### src/rtl/pwm_multich_pkg.sv
// Shared constants, config-decode type and duty slew helper for pwm_multich_gen.
package pwm_multich_pkg;

  // Config address map: period, ramp step, then one duty target per channel.
  localparam int unsigned ADDR_PERIOD    = 0;
  localparam int unsigned ADDR_RAMP      = 1;
  localparam int unsigned ADDR_DUTY_BASE = 2;

  // Reset period (counter max): 25 Hz from the 25 MHz board clock.
  localparam int unsigned DEF_PERIOD = 999_999;

  // Working width of the slew helper; channel values are zero-extended into it.
  localparam int unsigned SLEW_W = 32;

  typedef logic [SLEW_W-1:0] slew_val_t;

  // Classification of one config write.
  typedef enum logic [1:0] {
    CFG_NONE   = 2'd0,
    CFG_PERIOD = 2'd1,
    CFG_RAMP   = 2'd2,
    CFG_DUTY   = 2'd3
  } cfg_kind_e;

  // Next active duty: jump straight to the target when step is 0, otherwise
  // move toward it by at most step without overshooting. The difference is
  // held one bit wider so it can never wrap.
  function automatic slew_val_t slew_next(input slew_val_t act,
                                          input slew_val_t tgt,
                                          input slew_val_t step);
    logic [SLEW_W:0] diff;
    slew_val_t       res;
    res  = tgt;
    diff = '0;
    if (step != '0) begin
      if (tgt >= act) begin
        diff = {1'b0, tgt} - {1'b0, act};
        if (diff > {1'b0, step}) res = act + step;
      end else begin
        diff = {1'b0, act} - {1'b0, tgt};
        if (diff > {1'b0, step}) res = act - step;
      end
    end
    return res;
  endfunction

endpackage

### src/rtl/pwm_ch_slew.sv
// One PWM channel: double-buffered duty (target + active), optional slew of
// the active duty at period boundaries, and the registered output compare.
//
// Ports:
//   clk, rst     - clock, asynchronous active-high reset
//   tgt_we       - store tgt_wdata into the duty target on this edge
//   tgt_wdata    - new duty target
//   boundary     - current cycle is the last count of the period
//   ramp_step    - slew step (0 = immediate load)
//   cnt          - shared period counter value
//   en           - channel enable, level sensitive
//   pwm          - registered PWM output
module pwm_ch_slew
  import pwm_multich_pkg::*;
#(
  parameter int unsigned CNT_W = 20
) (
  input  logic             clk,
  input  logic             rst,
  input  logic             tgt_we,
  input  logic [CNT_W-1:0] tgt_wdata,
  input  logic             boundary,
  input  logic [CNT_W-1:0] ramp_step,
  input  logic [CNT_W-1:0] cnt,
  input  logic             en,
  output logic             pwm
);

  logic [CNT_W-1:0] duty_tgt_q, duty_tgt_d;
  logic [CNT_W-1:0] duty_act_q, duty_act_d;
  logic             pwm_q, pwm_d;

  // Target capture, boundary load/slew and compare.
  // The boundary load reads duty_tgt_q, so a write landing on the boundary
  // edge is only seen at the following boundary.
  always_comb begin
    duty_tgt_d = duty_tgt_q;
    duty_act_d = duty_act_q;
    pwm_d      = 1'b0;

    if (tgt_we) begin
      duty_tgt_d = tgt_wdata;
    end

    if (boundary) begin
      duty_act_d = CNT_W'(slew_next(SLEW_W'(duty_act_q),
                                    SLEW_W'(duty_tgt_q),
                                    SLEW_W'(ramp_step)));
    end

    // duty 0 never matches; duty above the period max always matches.
    pwm_d = en & (cnt < duty_act_q);
  end

  // Channel state registers.
  always_ff @(posedge clk or posedge rst) begin
    if (rst) begin
      duty_tgt_q <= '0;
      duty_act_q <= '0;
      pwm_q      <= 1'b0;
    end else begin
      duty_tgt_q <= duty_tgt_d;
      duty_act_q <= duty_act_d;
      pwm_q      <= pwm_d;
    end
  end

  assign pwm = pwm_q;

endmodule

### src/rtl/pwm_multich_gen.sv
// Multi-channel PWM generator: one shared period counter, CH_NUM duty
// comparators, double-buffered period/duty that take effect only at period
// boundaries, and optional duty ramping (soft start/stop).
//
// Ports:
//   ext_clk_25m  - 25 MHz board clock
//   ext_rst      - asynchronous reset, active high
//   cfg_we       - config write strobe (one write per cycle)
//   cfg_addr     - 0 = period, 1 = ramp step, 2+i = duty target of channel i
//   cfg_wdata    - config write data
//   ch_en        - per-channel enable, level sensitive
//   o_pwm        - registered PWM outputs
//   period_tick  - one-cycle pulse aligned with cnt == 0
module pwm_multich_gen
  import pwm_multich_pkg::*;
#(
  parameter int unsigned CH_NUM     = 4,
  parameter int unsigned CNT_W      = 20,
  parameter int unsigned ADDR_W     = 4,
  parameter int unsigned DEF_PERIOD = pwm_multich_pkg::DEF_PERIOD
) (
  input  logic              ext_clk_25m,
  input  logic              ext_rst,
  input  logic              cfg_we,
  input  logic [ADDR_W-1:0] cfg_addr,
  input  logic [CNT_W-1:0]  cfg_wdata,
  input  logic [CH_NUM-1:0] ch_en,
  output logic [CH_NUM-1:0] o_pwm,
  output logic              period_tick
);

  localparam logic [CNT_W-1:0] PERIOD_RST = CNT_W'(DEF_PERIOD);

  logic [CNT_W-1:0]  cnt_q, cnt_d;
  logic [CNT_W-1:0]  period_tgt_q, period_tgt_d;
  logic [CNT_W-1:0]  period_act_q, period_act_d;
  logic [CNT_W-1:0]  ramp_step_q, ramp_step_d;
  logic              period_tick_q, period_tick_d;

  logic              boundary;
  cfg_kind_e         cfg_kind;
  logic [CH_NUM-1:0] duty_we;

  // Address decode; addresses past the last duty slot fall through to NONE.
  always_comb begin
    cfg_kind = CFG_NONE;
    duty_we  = '0;
    if (cfg_we) begin
      if (cfg_addr == ADDR_W'(ADDR_PERIOD)) begin
        cfg_kind = CFG_PERIOD;
      end else if (cfg_addr == ADDR_W'(ADDR_RAMP)) begin
        cfg_kind = CFG_RAMP;
      end else begin
        for (int unsigned i = 0; i < CH_NUM; i++) begin
          if (cfg_addr == ADDR_W'(ADDR_DUTY_BASE + i)) begin
            cfg_kind   = CFG_DUTY;
            duty_we[i] = 1'b1;
          end
        end
      end
    end
  end

  // Period counter, period shadow load, ramp step and tick.
  // period_act only changes at the boundary, so cnt can never be stranded
  // above a freshly shrunk period.
  always_comb begin
    boundary      = (cnt_q == period_act_q);
    cnt_d         = cnt_q + CNT_W'(1);
    period_act_d  = period_act_q;
    period_tgt_d  = period_tgt_q;
    ramp_step_d   = ramp_step_q;
    period_tick_d = boundary;

    if (boundary) begin
      cnt_d        = '0;
      period_act_d = period_tgt_q;
    end

    if (cfg_kind == CFG_PERIOD) begin
      period_tgt_d = cfg_wdata;
    end

    if (cfg_kind == CFG_RAMP) begin
      ramp_step_d = cfg_wdata;
    end
  end

  // Shared state registers.
  always_ff @(posedge ext_clk_25m or posedge ext_rst) begin
    if (ext_rst) begin
      cnt_q         <= '0;
      period_tgt_q  <= PERIOD_RST;
      period_act_q  <= PERIOD_RST;
      ramp_step_q   <= '0;
      period_tick_q <= 1'b0;
    end else begin
      cnt_q         <= cnt_d;
      period_tgt_q  <= period_tgt_d;
      period_act_q  <= period_act_d;
      ramp_step_q   <= ramp_step_d;
      period_tick_q <= period_tick_d;
    end
  end

  assign period_tick = period_tick_q;

  // Per-channel duty buffering, slew and output compare.
  for (genvar i = 0; i < CH_NUM; i++) begin : g_ch
    pwm_ch_slew #(
      .CNT_W (CNT_W)
    ) u_ch (
      .clk       (ext_clk_25m),
      .rst       (ext_rst),
      .tgt_we    (duty_we[i]),
      .tgt_wdata (cfg_wdata),
      .boundary  (boundary),
      .ramp_step (ramp_step_q),
      .cnt       (cnt_q),
      .en        (ch_en[i]),
      .pwm       (o_pwm[i])
    );
  end

endmodule

### config.mk
export PLATFORM = sky130hd
export DESIGN_NAME = pwm_multich_gen
export DESIGN_NICKNAME = d
export VERILOG_FILES = /design/src/rtl/pwm_multich_pkg.sv /design/src/rtl/pwm_ch_slew.sv /design/src/rtl/pwm_multich_gen.sv
export SDC_FILE = /design/constraint.sdc
export NUM_CORES = 2
export LEC_CHECK = 0
export ABC_AREA = 1
export BUFFER_PORTS_ARGS = -buffer_cell sky130_fd_sc_hd__buf_2
export CELL_PAD_IN_SITES_DETAIL_PLACEMENT = 0
export CELL_PAD_IN_SITES_GLOBAL_PLACEMENT = 1
export CORE_MARGIN = 2
export CORE_UTILIZATION = 35
export DETAILED_ROUTE_END_ITERATION = 6
export PLACE_DENSITY = 0.74
export SLEW_MARGIN = 20
export SYNTH_ARGS = -nofsm -noshare
export SYNTH_HDL_FRONTEND = slang
export SYNTH_SLANG_ARGS = --single-unit
### constraint.sdc
create_clock -name ext_clk_25m -period 22.5 [get_ports ext_clk_25m]
set_clock_uncertainty 0.05 [all_clocks]
set_input_delay 2.25 -clock ext_clk_25m [delete_from_list [all_inputs] [get_ports ext_clk_25m]]
set_output_delay 2.25 -clock ext_clk_25m [all_outputs]
set_load 0.005 [all_outputs]
-- Word-level counts from Yosys, hierarchy flattened
Cells that the tools add are included.
- register bits after elaboration: 245
- input bits: 31
- output and inout port bits: 5
- logic and storage cells: 95
- $add $sub $neg: 17
- $lt $le $gt $ge: 16
- eq/ne operators: 8
- muxes and demuxes: 31
- bitwise logic cells: 4
- reduce and logical (&&, ||, !) cells: 2
- operators by type and width (operator ; number):
    $mux 20 ; 17
    $gt 33x20->1 ; 8
    $sub 20x20->21 ; 8
    $add 20x20->20 ; 4
    $ge 20x20->1 ; 4
    $lt 20x20->1 ; 4
    $sub 20x20->20 ; 4
    $add 20x1->20 const B ; 1
    $eq 20x20->1 ; 1
    $reduce_bool 20->1 ; 1
    $mux 2 ; 7
    $mux 4 ; 3
    $eq 4x2->1 const B ; 2
    $eq 4x3->1 const B ; 2
    $and 1x1->1 ; 4
    $eq 4x1->1 const B ; 1
    $logic_not 4->1 ; 1
    $mux 1 ; 4
    $eq 2x1->1 const B ; 1
    $eq 2x2->1 const B ; 1

-- Logic depth before layout (Yosys ltp)
- depth in word-level cells: 9
- depth in mapped cells: 33
- gate-level depth less buffers: 31

-- Cells and area by module
A second synthesis with hierarchy kept.
- cells, all modules: 5537
- area, all modules: 36754.0 sq um
- by module, submodules not included (module ; instances ; cells an instance ; area an instance (sq um) ; sequential area each (sq um)):
    pwm_ch_slew (g_ch[2].u_ch ...) ; 2 ; 1253 ; 8232.9 ; 1026.0
    pwm_ch_slew (g_ch[1].u_ch) ; 1 ; 1275 ; 8222.9 ; 1026.0
    pwm_ch_slew (g_ch[0].u_ch) ; 1 ; 1271 ; 8204.1 ; 1026.0
    pwm_multich_gen ; 1 ; 485 ; 3861.2 ; 2057.0

-- Least setup slack after synthesis
No wires, ideal clock.
- path kind: register -> register
- start: reg g_ch[3].u_ch.duty_act_q[2]
- end: reg g_ch[3].u_ch.duty_act_q[9]
- library setup time: 117 ps
- arrival time: 3707 ps
- required time: 22333 ps
- setup slack: 18627 ps
- stages on the path, launching flop included: 26
- buffers on the path: 2
- period minus slack after synthesis: 3873 ps
- cell sequence: dfrtp_1 -> inv_1 -> ha_1 -> buf_2 -> a21oi_1 -> o21ai_1 -> a21boi_1 -> o21ai_1 -> a21oi_1 -> o21ai_1 -> a21oi_1 -> xor2_1 -> inv_1 -> ha_1 -> nand2_1 -> nor2_1 -> nand2_1 -> nor3_1 -> nand4_1 -> nand2_2 -> clkbuf_1 -> nand3_1 -> nand3_1 -> nand3_1 -> nand2_1 -> nand2_1
- cells in the longest elaborated chain, start to end: 5
- elaborated cells on any way between the ends: 11
- those cells by class: 4 x add/sub; 3 x order compare; 4 x mux
- RTL lines (item ; line ; text):
    from (decl) ; pwm_ch_slew.sv:30 ; logic [CNT_W-1:0] duty_act_q, duty_act_d;
    from (signal assigned) ; pwm_ch_slew.sv:63 ; duty_act_q <= duty_act_d;
    $sub 20x20->21 (on tied branches) ; pwm_multich_pkg.sv:40, pwm_multich_pkg.sv:37 ;
    $gt 33x20->1 (on tied branches) ; pwm_multich_pkg.sv:41, pwm_multich_pkg.sv:38 ;
    $mux 20 (on tied branches) ; pwm_multich_pkg.sv:41, pwm_multich_pkg.sv:38 ;
    $mux 20 (*) ; pwm_multich_pkg.sv:36 ; if (tgt >= act) begin
    $mux 20 (*) ; pwm_multich_pkg.sv:35 ; if (step != '0) begin
Mark *: on every way between the ends. The rest lies on a longest branch, timed or not.
A chain may end at the register's enable or synchronous reset.

-- Final worst setup path
- start: reg g_ch[3].u_ch.duty_act_q[0]
- end: reg g_ch[3].u_ch.duty_act_q[15]
The elaborated chain is that of the path after synthesis.

==> Flow_metrics.wiki <==
{| class="wikitable"
! Metric !! Value
|-
| Total nets after synthesis || 5,953
|-
| Global-route wire length before repair || 216,000 µm
|-
| Clock tree sinks || 245
|-
| I/O Buffers || 35
|-
| Number of setup buffers added after CTS || 0
|-
| Mapped Area || 34,800 µm²
|-
| Clock Latency Late Sink || 0.60 ns
|-
| Fraction of registers with async set/reset || 100%
|-
| Syn-to-layout area delta || 7.82%
|-
| Per-cell routed wire length || 21.9 µm
|-
| TritonCTS clock tree || yes
|-
| Post-detailed-route via-to-cell ratio || 5.47
|-
| Endpoint required time on the critical path || 22.91 ns
|-
| Reg-to-reg critical path endpoint || g_ch[3].u_ch.duty_act_q[15]
|-
| Initial antenna violation count || 9
|-
| Cells resized by post-CTS repair || 0
|-
| Via count || 36.1k
|-
| First drt pass iteration count || 7
|-
| Shortest clock period the worst path allows after layout || 5.70 ns
|-
| Yosys cell types || 58
|-
| Die area || 102,000 µm²
|-
| Max Slew Vio Count || 0
|-
| CP max FO || 21
|-
| Launching element of the worst setup path || g_ch[3].u_ch.duty_act_q[0]
|-
| Total clock buffers created by CTS || 37
|-
| Hpwl dp || 110,000 µm
|-
| Share of post-route cells with drive strength above 1 || 4.50%
|-
| Library cell with the highest instance count after synthesis || sky130_fd_sc_hd__nand2_1
|-
| Drc violations || 0
|-
| Kind of critical path || reg -> reg
|-
| Reg-to-reg slack, setup || 16.80 ns
|-
| Max H-tree Level || 2
|-
| Final Hold Fails || 0
|-
| Commonest cells in the netlist || sky130_fd_sc_hd__nand2_1, sky130_fd_sc_hd__inv_1, sky130_fd_sc_hd__nand3_1, sky130_fd_sc_hd__ha_1, sky130_fd_sc_hd__a21oi_1
|-
| Antenna viol nets, final || 0
|-
| RR Startpoint || g_ch[3].u_ch.duty_act_q[0]
|-
| WP data arrival || 6.11 ns
|-
| Vertical die dimension || 319 µm
|-
| Setup repair after global routing missed its margin || no
|-
| Net total in the final layout || 5,876
|-
| Run status || finished clean
|-
| Synth area leader || sky130_fd_sc_hd__ha_1
|-
| Hold Buf Count CTS || 0
|-
| Slew at the pin closest to its max-slew limit || 1.12 ns
|-
| Number of warnings issued by yosys || 0
|-
| Number of enable flip-flop cells after synthesis || 0
|-
| Final count of negative-setup-slack endpoints || 0
|-
| Final estimated routing congestion in global placement || 0.976
|-
| Largest net degree at the start of global routing || 129
|-
| Synthesized instance count || 5,361
|-
| Setup Total Neg Slack || 0 ns
|-
| Max capacitance violation total || 0
|-
| Initial drt markers || 3,462
|-
| Clock-pin slew on the worst setup and hold paths || 0.07 ns
|-
| Post-synthesis area per instance || 6.49 µm²
|-
| Final worst path period share || 25.3%
|-
| Cell at the root of the clock tree || sky130_fd_sc_hd__clkbuf_16
|-
| Upper clock frequency limit || 175 MHz
|-
| Worst rel slew slack || 25.4%
|-
| Row cnt || 115
|-
| Detailed Route WL || 145,000 µm
|-
| Total global routing overflow || 0
|-
| Commonest register cell after synthesis || sky130_fd_sc_hd__dfrtp_1
|-
| Horizontal extent of the die || 319 µm
|-
| Starting Density || 35.3%
|-
| Flip-flop and latch count after synthesis || 245
|-
| Endpoint of the most critical setup path || g_ch[3].u_ch.duty_act_q[15]
|-
| Clock Path Buffers || 3
|-
| Number of filler cells placed in the layout || 10.8k
|-
| Number of global-route vias before repair || 34.1k
|-
| Core box area || 98,400 µm²
|-
| Count of pins on the block boundary || 36
|-
| Most area-consuming cells after synthesis || sky130_fd_sc_hd__ha_1, sky130_fd_sc_hd__dfrtp_1, sky130_fd_sc_hd__nand2_1, sky130_fd_sc_hd__nand3_1, sky130_fd_sc_hd__inv_1
|-
| Number of cell instances on the worst register-to-register path || 25
|-
| Final std cells w/o fill || 6,609
|-
| CP endpoint kind || flip-flop
|-
| Hold/Removal Path Class || reg -> reg
|-
| Proportion of netlist area held by the largest area contributor || 19.6%
|-
| GRT Overall Usage || 27.7%
|-
| Number of cells in the design after placement || 6,532
|-
| Sequential share of the synthesized area || 17.7%
|-
| Startpoint type of the worst setup path || flip-flop
|}
-- worst min-delay path by stage --
stage               cells past startpoint                to  slack (ns)              from
finish                                  2  period_act_q[19]        0.40  period_tgt_q[19]
global route                            2   period_act_q[2]        0.42   period_tgt_q[2]
CTS                                     2   period_act_q[1]        0.41   period_tgt_q[1]
detailed placement                      2   period_act_q[1]        0.40   period_tgt_q[1]
global placement                        2   period_act_q[5]        0.40   period_tgt_q[5]
floorplan                               2  period_act_q[10]        0.39  period_tgt_q[10]
-- critical path, stage by stage, from the launching register on --
cell and delay (ns):
sky130_fd_sc_hd__dfrtp_1 0.42, sky130_fd_sc_hd__inv_1 0.11, sky130_fd_sc_hd__ha_1 0.30, sky130_fd_sc_hd__inv_1 0.12, sky130_fd_sc_hd__fa_1 0.44, sky130_fd_sc_hd__a21oi_1 0.32, sky130_fd_sc_hd__inv_1 0.14, sky130_fd_sc_hd__a21oi_1 0.29
sky130_fd_sc_hd__o21ai_0 0.25, sky130_fd_sc_hd__nand2_1 0.14, sky130_fd_sc_hd__o21ai_0 0.11, sky130_fd_sc_hd__xor2_1 0.16, sky130_fd_sc_hd__inv_1 0.06, sky130_fd_sc_hd__ha_1 0.30, sky130_fd_sc_hd__nand3_1 0.12, sky130_fd_sc_hd__nor4_1 0.47
sky130_fd_sc_hd__nand2_1 0.14, sky130_fd_sc_hd__nand3_1 0.10, sky130_fd_sc_hd__nand2_1 0.06, sky130_fd_sc_hd__buf_4 0.22, sky130_fd_sc_hd__nand2_1 0.62, sky130_fd_sc_hd__nand3_1 0.25, sky130_fd_sc_hd__nand3_1 0.13, sky130_fd_sc_hd__nand3_1 0.09
sky130_fd_sc_hd__nand2_1 0.09, sky130_fd_sc_hd__nand2_1 0.05
-- routing by layer --
metal / share of wire, % / wire, µm / global-route usage [%] / up-vias
li1: - / - / - / 17600
met1: 45 / 64800 / 37.7 / 17000
met2: 43 / 62900 / 42.9 / 1367
met3: 7.8 / 11300 / 5.59 / 241
met4: 3.8 / 5560 / 10.8 / 14
met5: 0.084 / 121 / 0.331 / -
-- logic make-up after synthesis --
logic type / synth area share [%]
AND/OR/NAND/NOR: 30.1
flip-flops: 17.7
XOR/XNOR: 6.80
AO/OA/AOI/OAI: 15.0
buffers and inverters: 9.87
adder cells (fa/ha/maj): 20.5
-- cells in the final DEF (no fill, tap or decap), types with 43 or more instances in the layout --
cell type	synthesis	final
sky130_fd_sc_hd__inv_1	642	641
sky130_fd_sc_hd__dfrtp_1	221	221
sky130_fd_sc_hd__xnor2_1	43	43
sky130_fd_sc_hd__a21oi_1	467	467
sky130_fd_sc_hd__nor2_1	333	332
sky130_fd_sc_hd__nor3_1	85	85
sky130_fd_sc_hd__ha_1	545	545
sky130_fd_sc_hd__xor2_1	227	227
sky130_fd_sc_hd__o21ai_0	290	290
sky130_fd_sc_hd__nand4_1	69	69
sky130_fd_sc_hd__buf_4	11	66
sky130_fd_sc_hd__nand3_1	581	580
sky130_fd_sc_hd__nand2_1	1341	1341
-- stage by stage --
stage	util [%]	hold WS, ns	setup slack, ns	area [µm²]
3_5_place_dp	36.7	0.404	16.97	36100
2_1_floorplan	-	0.392	13.51	34800
3_3_place_gp	36.7	0.398	17.03	36100
4_1_cts	38.1	0.406	16.95	37500
6_report	38.1	0.402	16.80	37500
5_1_grt	38.1	0.417	16.37	37500
-- registers in the layout, summed over array words and instances, names as in the netlist --
register and cells:
cnt_q 20, g_ch.u_ch.duty_act_q 80, g_ch.u_ch.duty_tgt_q 80, g_ch.u_ch.pwm 4, period_act_q 20, period_tgt_q 20, period_tick 1, ramp_step_q 20
-- area by class of cell --
| cell class | count | area, µm² | share of cell area [%] |
|---|---|---|---|
| multi-input combinational | 4245 | 25200 | 67.2 |
| sequential | 245 | 6160 | 16.4 |
| inverter | 654 | 2460 | 6.56 |
| tap | 1287 | 1610 | 4.29 |
| clock buffer | 47 | 1010 | 2.70 |
| timing repair buffer | 101 | 671 | 1.79 |
| clock inverter | 21 | 357 | 0.951 |
| antenna | 9 | 22.5 | 0.0600 |
Power is not shown: default switching activity piles up to over one toggle a cycle in this logic, so the estimate is an artifact.
